**config.mk**
```make
export PLATFORM = sky130hd
export DESIGN_NAME = sprite_rom_arbiter_flat
export DESIGN_NICKNAME = d
export VERILOG_FILES = /design/src/rtl/sprite_rom_arbiter_pkg.sv /design/src/rtl/sprite_rom_arbiter_if.sv /design/src/rtl/sprite_rom_arbiter_rr_priority_pick.sv /design/src/rtl/sprite_rom_arbiter.sv /design/src/flat_wrapper.sv
export SDC_FILE = /design/constraint.sdc
export NUM_CORES = 1
export LEC_CHECK = 0
export BUFFER_PORTS_ARGS = -buffer_cell sky130_fd_sc_hd__buf_4
export CAP_MARGIN = 40
export CELL_PAD_IN_SITES_DETAIL_PLACEMENT = 0
export CELL_PAD_IN_SITES_GLOBAL_PLACEMENT = 2
export CORE_ASPECT_RATIO = 0.7
export CORE_MARGIN = 4
export CORE_UTILIZATION = 32
export DETAILED_ROUTE_END_ITERATION = 16
export PLACE_DENSITY_LB_ADDON = 0.1
export SLEW_MARGIN = 10
export SYNTH_ARGS = -nofsm -noshare
export SYNTH_HDL_FRONTEND = slang
export SYNTH_SLANG_ARGS = --single-unit
```
**constraint.sdc**
```tcl
create_clock -name vga_clk -period 5.7 [get_ports vga_clk]
set_input_delay 0.285 -clock vga_clk [delete_from_list [all_inputs] [get_ports vga_clk]]
set_output_delay 0.285 -clock vga_clk [all_outputs]
set_load 0.05 [all_outputs]
```
**src/rtl/sprite_rom_arbiter_pkg.sv**
```systemverilog
// Shared defaults for the sprite ROM arbiter slice.
//   NUM_REQ  : number of sprite renderers sharing the ROM
//   ADDR_W   : ROM address width
//   DATA_W   : ROM word (palette index) width
//   BURST    : max consecutive grants to one requester while others wait
//   req_id_t : requester index type sized for NUM_REQ
package sprite_rom_pkg;

    localparam int unsigned NUM_REQ = 4;
    localparam int unsigned ADDR_W  = 9;
    localparam int unsigned DATA_W  = 5;
    localparam int unsigned BURST   = 4;

    typedef logic [$clog2(NUM_REQ)-1:0] req_id_t;

endpackage

```
**src/rtl/sprite_rom_arbiter_if.sv**
```systemverilog
// Bus between the sprite renderers, the arbiter and the external ROM.
//   req / req_addr        : per-requester level request and packed address
//   gnt                   : one-hot-or-zero grant (combinational)
//   rom_address / rom_q   : registered ROM address out, ROM data back
//   rd_valid / rd_data    : owner marker and registered ROM word
// slave  : arbiter side
// master : renderer/ROM side
interface sprite_rom_arbiter_if #(
    parameter int unsigned NUM_REQ = sprite_rom_pkg::NUM_REQ,
    parameter int unsigned ADDR_W  = sprite_rom_pkg::ADDR_W,
    parameter int unsigned DATA_W  = sprite_rom_pkg::DATA_W
);

    logic [NUM_REQ-1:0]        req;
    logic [NUM_REQ*ADDR_W-1:0] req_addr;
    logic [NUM_REQ-1:0]        gnt;
    logic [ADDR_W-1:0]         rom_address;
    logic [DATA_W-1:0]         rom_q;
    logic [NUM_REQ-1:0]        rd_valid;
    logic [DATA_W-1:0]         rd_data;

    modport slave (
        input  req, req_addr, rom_q,
        output gnt, rom_address, rd_valid, rd_data
    );

    modport master (
        output req, req_addr, rom_q,
        input  gnt, rom_address, rd_valid, rd_data
    );

endinterface

```
**src/rtl/sprite_rom_arbiter_rr_priority_pick.sv**
```systemverilog
// Combinational round-robin picker: searches req upward from ptr,
// modulo NUM_REQ, and returns the first set bit.
//   req : request vector
//   ptr : search start index
//   gnt : one-hot-or-zero winner
//   idx : winner index (0 when no request)
module rr_priority_pick #(
    parameter int unsigned NUM_REQ = sprite_rom_pkg::NUM_REQ,
    parameter int unsigned ID_W    = 2
) (
    input  logic [NUM_REQ-1:0] req,
    input  logic [ID_W-1:0]    ptr,
    output logic [NUM_REQ-1:0] gnt,
    output logic [ID_W-1:0]    idx
);

    logic            found;
    logic [ID_W-1:0] cand;

    always_comb begin
        gnt   = '0;
        idx   = '0;
        found = 1'b0;
        cand  = '0;
        for (int unsigned k = 0; k < NUM_REQ; k++) begin
            cand = ID_W'((32'(ptr) + k) % NUM_REQ);
            if (!found && req[cand]) begin
                found     = 1'b1;
                gnt[cand] = 1'b1;
                idx       = cand;
            end
        end
    end

endmodule

```
**src/rtl/sprite_rom_arbiter.sv**
```systemverilog
// Round-robin arbiter sharing one external sprite ROM among NUM_REQ
// renderers, with a two-stage read pipeline (grant in N, data in N+2).
//   vga_clk : the only clock, all state on posedge
//   reset_n : asynchronous active-low reset
//   bus     : request/grant, ROM address/data and read-return signals
module sprite_rom_arbiter #(
    parameter int unsigned NUM_REQ = sprite_rom_pkg::NUM_REQ,
    parameter int unsigned ADDR_W  = sprite_rom_pkg::ADDR_W,
    parameter int unsigned DATA_W  = sprite_rom_pkg::DATA_W,
    parameter int unsigned BURST   = sprite_rom_pkg::BURST
) (
    input logic              vga_clk,
    input logic              reset_n,
    sprite_rom_arbiter_if.slave bus
);

    localparam int unsigned ID_W    = (NUM_REQ > 1) ? $clog2(NUM_REQ) : 1;
    localparam int unsigned BURST_W = $clog2(BURST + 1);

    logic [ID_W-1:0]    ptr_q, ptr_d;
    logic [BURST_W-1:0] burst_cnt_q, burst_cnt_d;
    logic [ID_W-1:0]    owner_q, owner_d;
    logic               owner_v_q, owner_v_d;
    logic [ADDR_W-1:0]  rom_address_q, rom_address_d;
    logic [ID_W-1:0]    id1_q, id1_d;
    logic               v1_q, v1_d;
    logic [NUM_REQ-1:0] rd_valid_q, rd_valid_d;
    logic [DATA_W-1:0]  rd_data_q, rd_data_d;

    logic [NUM_REQ-1:0] pick_gnt;
    logic [ID_W-1:0]    pick_idx;
    logic [NUM_REQ-1:0] gnt_c;
    logic [ID_W-1:0]    sel_idx;
    logic               hold;

    rr_priority_pick #(
        .NUM_REQ (NUM_REQ),
        .ID_W    (ID_W)
    ) u_pick (
        .req (bus.req),
        .ptr (ptr_q),
        .gnt (pick_gnt),
        .idx (pick_idx)
    );

    always_comb begin
        ptr_d         = ptr_q;
        burst_cnt_d   = '0;
        owner_d       = owner_q;
        owner_v_d     = 1'b0;
        gnt_c         = '0;
        sel_idx       = owner_q;
        rom_address_d = rom_address_q;
        id1_d         = id1_q;
        v1_d          = 1'b0;

        // Burst continuation overrides the pointer search; ptr was already
        // advanced past the owner when its burst started, so an ended burst
        // naturally resumes the search at owner+1.
        hold = owner_v_q && bus.req[owner_q] &&
               (burst_cnt_q < BURST_W'(BURST - 1));

        if (reset_n) begin
            if (hold) begin
                gnt_c       = NUM_REQ'(1) << owner_q;
                burst_cnt_d = burst_cnt_q + 1'b1;
                owner_v_d   = 1'b1;
            end else if (|pick_gnt) begin
                gnt_c     = pick_gnt;
                sel_idx   = pick_idx;
                owner_d   = pick_idx;
                owner_v_d = 1'b1;
                ptr_d     = (pick_idx == ID_W'(NUM_REQ - 1)) ? '0 : pick_idx + 1'b1;
            end
        end

        if (|gnt_c) begin
            rom_address_d = bus.req_addr[32'(sel_idx)*ADDR_W +: ADDR_W];
            id1_d         = sel_idx;
            v1_d          = 1'b1;
        end

        rd_data_d  = bus.rom_q;
        rd_valid_d = v1_q ? (NUM_REQ'(1) << id1_q) : '0;
    end

    always_ff @(posedge vga_clk or negedge reset_n) begin
        if (!reset_n) begin
            ptr_q         <= '0;
            burst_cnt_q   <= '0;
            owner_q       <= '0;
            owner_v_q     <= 1'b0;
            rom_address_q <= '0;
            id1_q         <= '0;
            v1_q          <= 1'b0;
            rd_valid_q    <= '0;
            rd_data_q     <= '0;
        end else begin
            ptr_q         <= ptr_d;
            burst_cnt_q   <= burst_cnt_d;
            owner_q       <= owner_d;
            owner_v_q     <= owner_v_d;
            rom_address_q <= rom_address_d;
            id1_q         <= id1_d;
            v1_q          <= v1_d;
            rd_valid_q    <= rd_valid_d;
            rd_data_q     <= rd_data_d;
        end
    end

    assign bus.gnt         = gnt_c;
    assign bus.rom_address = rom_address_q;
    assign bus.rd_valid    = rd_valid_q;
    assign bus.rd_data     = rd_data_q;

endmodule

```
**src/flat_wrapper.sv**
```systemverilog
// flat-port wrapper written by rule: the top's interface ports become plain ports
module sprite_rom_arbiter_flat 
#(
    parameter int unsigned NUM_REQ = sprite_rom_pkg::NUM_REQ,
    parameter int unsigned ADDR_W  = sprite_rom_pkg::ADDR_W,
    parameter int unsigned DATA_W  = sprite_rom_pkg::DATA_W,
    parameter int unsigned BURST   = sprite_rom_pkg::BURST
)
  (vga_clk, reset_n, bus_req, bus_req_addr, bus_rom_q, bus_gnt, bus_rom_address, bus_rd_valid, bus_rd_data);
  sprite_rom_arbiter_if #(.NUM_REQ(NUM_REQ), .ADDR_W(ADDR_W), .DATA_W(DATA_W)) bus_i ();
  input logic vga_clk;
  input logic reset_n;
  input wire logic [$bits(bus_i.req)-1:0] bus_req;
  input wire logic [$bits(bus_i.req_addr)-1:0] bus_req_addr;
  input wire logic [$bits(bus_i.rom_q)-1:0] bus_rom_q;
  output wire logic [$bits(bus_i.gnt)-1:0] bus_gnt;
  output wire logic [$bits(bus_i.rom_address)-1:0] bus_rom_address;
  output wire logic [$bits(bus_i.rd_valid)-1:0] bus_rd_valid;
  output wire logic [$bits(bus_i.rd_data)-1:0] bus_rd_data;
  assign bus_i.req = bus_req;
  assign bus_i.req_addr = bus_req_addr;
  assign bus_i.rom_q = bus_rom_q;
  assign bus_gnt = bus_i.gnt;
  assign bus_rom_address = bus_i.rom_address;
  assign bus_rd_valid = bus_i.rd_valid;
  assign bus_rd_data = bus_i.rd_data;
  sprite_rom_arbiter #(.NUM_REQ(NUM_REQ), .ADDR_W(ADDR_W), .DATA_W(DATA_W), .BURST(BURST)) u_core (.vga_clk(vga_clk), .reset_n(reset_n), .bus(bus_i));
endmodule
```
==> metrics.cfg <==
[timing]
finClkSkew_ps = 7.22
fin_crit_ps = 4250
timing.final.ws_setup_ps = 1450
slew_headroom = 0.570
fmax_mhz = 236
setup_viol = 0
maxSlewViolCount = 0
tightest_slew_ps = 645
rsz0062_at_grt = no
period_share = 0.745
hold_viol_final = 0
tns_ps = 0

[logic_synthesis]
synthTopCellsByCount = 29 x dfrtp_1, 22 x mux2i_1, 21 x nor2_1
synth_top_cell_by_area = dfrtp_1
ys_seq_area_frac = 0.367
synth_top_cell_area_share = 0.367
async_reset_ff_frac = 1.00
synth_edf_count = 0
syn_nets = 245
ys_types = 45
yosys_warnings = 0
synth_area_leaders = dfrtp_1 37%, mux2i_1 11%, a221oi_2 7.6%
synth_top_flop_cell = dfrtp_1
synthCells = 191
ys_ff_latch = 29
yosysMostFrequentCell = dfrtp_1
syn_area_per_cell_um2 = 10.3
syn-cell-area_mm2 = 0.00198

[floorplanning]
num_rows = 23
die_h_um = 73.7
die_w_um = 102
io_pins = 69
fp.coreArea_mm2 = 0.00584
die_area_mm2 = 0.00752
initial_core_util = 0.338

[routing]
wl_per_cell_um = 15.6
first_pass_iters = 4
vias_per_cell = 5.16
first_iter_violations = 60
drc = 0
antenna_left = 0
routed_wirelength_um = 5150
num_vias = 1708

[setup_path]
end_kind = register
crit_fanout = 20
worstSetupStartpointType = register
critPathRequiredTime_ps = 5870
worstSetupPathType = register to register
critPathArrivalTime_ps = 4420

[placement]
globalplace.congestion = 0.755
place_ws_ps = 1440
port-buffer-count = 68
dp_hpwl_um = 3840

[power]
power_leakage_uw = 0.00123
powerDensity_mw_per_mm2 = 678
total_power_uw = 1760
swShare = 0.509
power.switching_uw = 896
peakVddDrop_mv = 0.264
p_clk_frac = 0.091
combPwrFrac = 0.696
p_int_uw = 865
p_seq_frac = 0.213

[outcome]
status = completed

[final_layout]
syn2layout_area_growth_pct = 31.5
diodes = 0
fin_nets = 309
drive_above_1_share = 0.379

[clock_network]
cts-root-buf = clkbuf_8
clock_sinks = 29
path_clk_slew_ps = 70
post-cts-setup-buffers = 0
ctsHoldBuffers = 1
ctsHtreeMaxLevel = 2
cts_tree = built
cts_buffers = 5
cts_resized = 0
clock_latency_ps = 270
clockBufferDepth = 2

[min_path]
hold_path_class = input pin to register

[job]
cap_violations = 0

[global_route]
grt_max_degree = 35
grt_pass1_vias = 1634
gr-total-overflow = 0
grt_usage = 0.138
antenna_found_initial = 0
grt_pass1_wl_um = 8040

final timing paths:
kind	from	to	slack, ps	depth (start not counted)
max in group asynchronous	reset_n	u_core.owner_q[0]	4910	2
min in group asynchronous	reset_n	u_core.bus.rd_valid[2]	490	2
min reg2reg	u_core.burst_cnt_q[0]	u_core.burst_cnt_q[0]	480	1
max reg2reg	u_core.ptr_q[0]	u_core.bus.rom_address[0]	1450	11
min	bus_rom_q[0]	u_core.bus.rd_data[0]	110	1
max	u_core.ptr_q[0]	u_core.bus.rom_address[0]	1450	11
placed cells by master, fill, tap and decap left out, types with 3 or more instances in the layout:
cell type	instances
clkbuf_8	5
nor2_1	21
and3_1	3
a21oi_1	11
dfrtp_1	29
ha_1	7
o21ai_0	9
inv_1	9
nand2_1	10
a221oi_2	10
mux2i_1	21
nor3_1	3
mux4_2	4
buf_4	70
through the flow:
stage	utilization	cell area [um^2]	hold WS [ps]	instances
floorplan	-	1980	-10.6	191
global placement	0.428	2500	253	322
detailed placement	0.428	2500	251	322
CTS	0.445	2600	106	331
global route	0.445	2600	97.6	331
finish	0.445	2600	114	331
per-layer routing:
| metal | share of wire | GRT usage |
|---|---|---|
| met2 | 0.41 | 0.193 |
| met5 | 0 | 0 |
| met3 | 0.086 | 0.0560 |
| met4 | 0.0016 | 0.0218 |
| met1 | 0.50 | 0.200 |
logic make-up (layout without fill, tap and decap cells):
| group | after synthesis | count (layout) | share of synthesized area |
|---|---|---|---|
| DFF | 29 | 29 | 0.367 |
| and+or+nand+nor | 58 | 58 | 0.165 |
| buffers and inverters | 23 | 88 | 0.0659 |
| AOI/OAI and AO/OA | 47 | 47 | 0.196 |
| adders and majority gates | 7 | 7 | 0.0443 |
| muxes | 26 | 26 | 0.157 |
| xor gates and xnor gates | 1 | 1 | 0.00443 |
final cells by class:
type / instances / area [um^2]
clock buffers: 5 / 68.8
inverters: 9 / 33.8
well taps: 75 / 93.8
fillers: 561 / 3240
flip-flops and latches: 29 / 726
multi-input cells: 139 / 1120
repair buffers: 71 / 536
clock inverters: 3 / 17.5
power groups by stage:
| stage | clock, uW | combinational [uW] | sequential [uW] |
|---|---|---|---|
| after global placement | 0 | 1230 | 377 |
| final | 161 | 1230 | 374 |
| after floorplan | 0 | 870 | 500 |
| after detailed placement | 0 | 1230 | 377 |
| after global routing | 177 | 1330 | 390 |
| after CTS | 168 | 1230 | 375 |
worst max-delay path, cell delays in order, from the launching register on:
cell	delay, ps
dfrtp_1	750
inv_1	190
ha_1	480
mux4_2	650
or3b_1	400
nand2_1	100
o31ai_1	90
a41oi_2	410
mux2i_2	250
buf_4	340
mux2i_1	170
a221oi_2	300
registers in the layout, indices dropped and copies added (netlist names):
register                count
u_core.bus.rd_valid         4
u_core.bus.rom_address      9
u_core.ptr_q                2
u_core.owner_q              2
u_core.owner_v_q            1
u_core.id1_q                2
u_core.v1_q                 1
u_core.burst_cnt_q          3
u_core.bus.rd_data          5
Power figures use the tool's default switching activity.
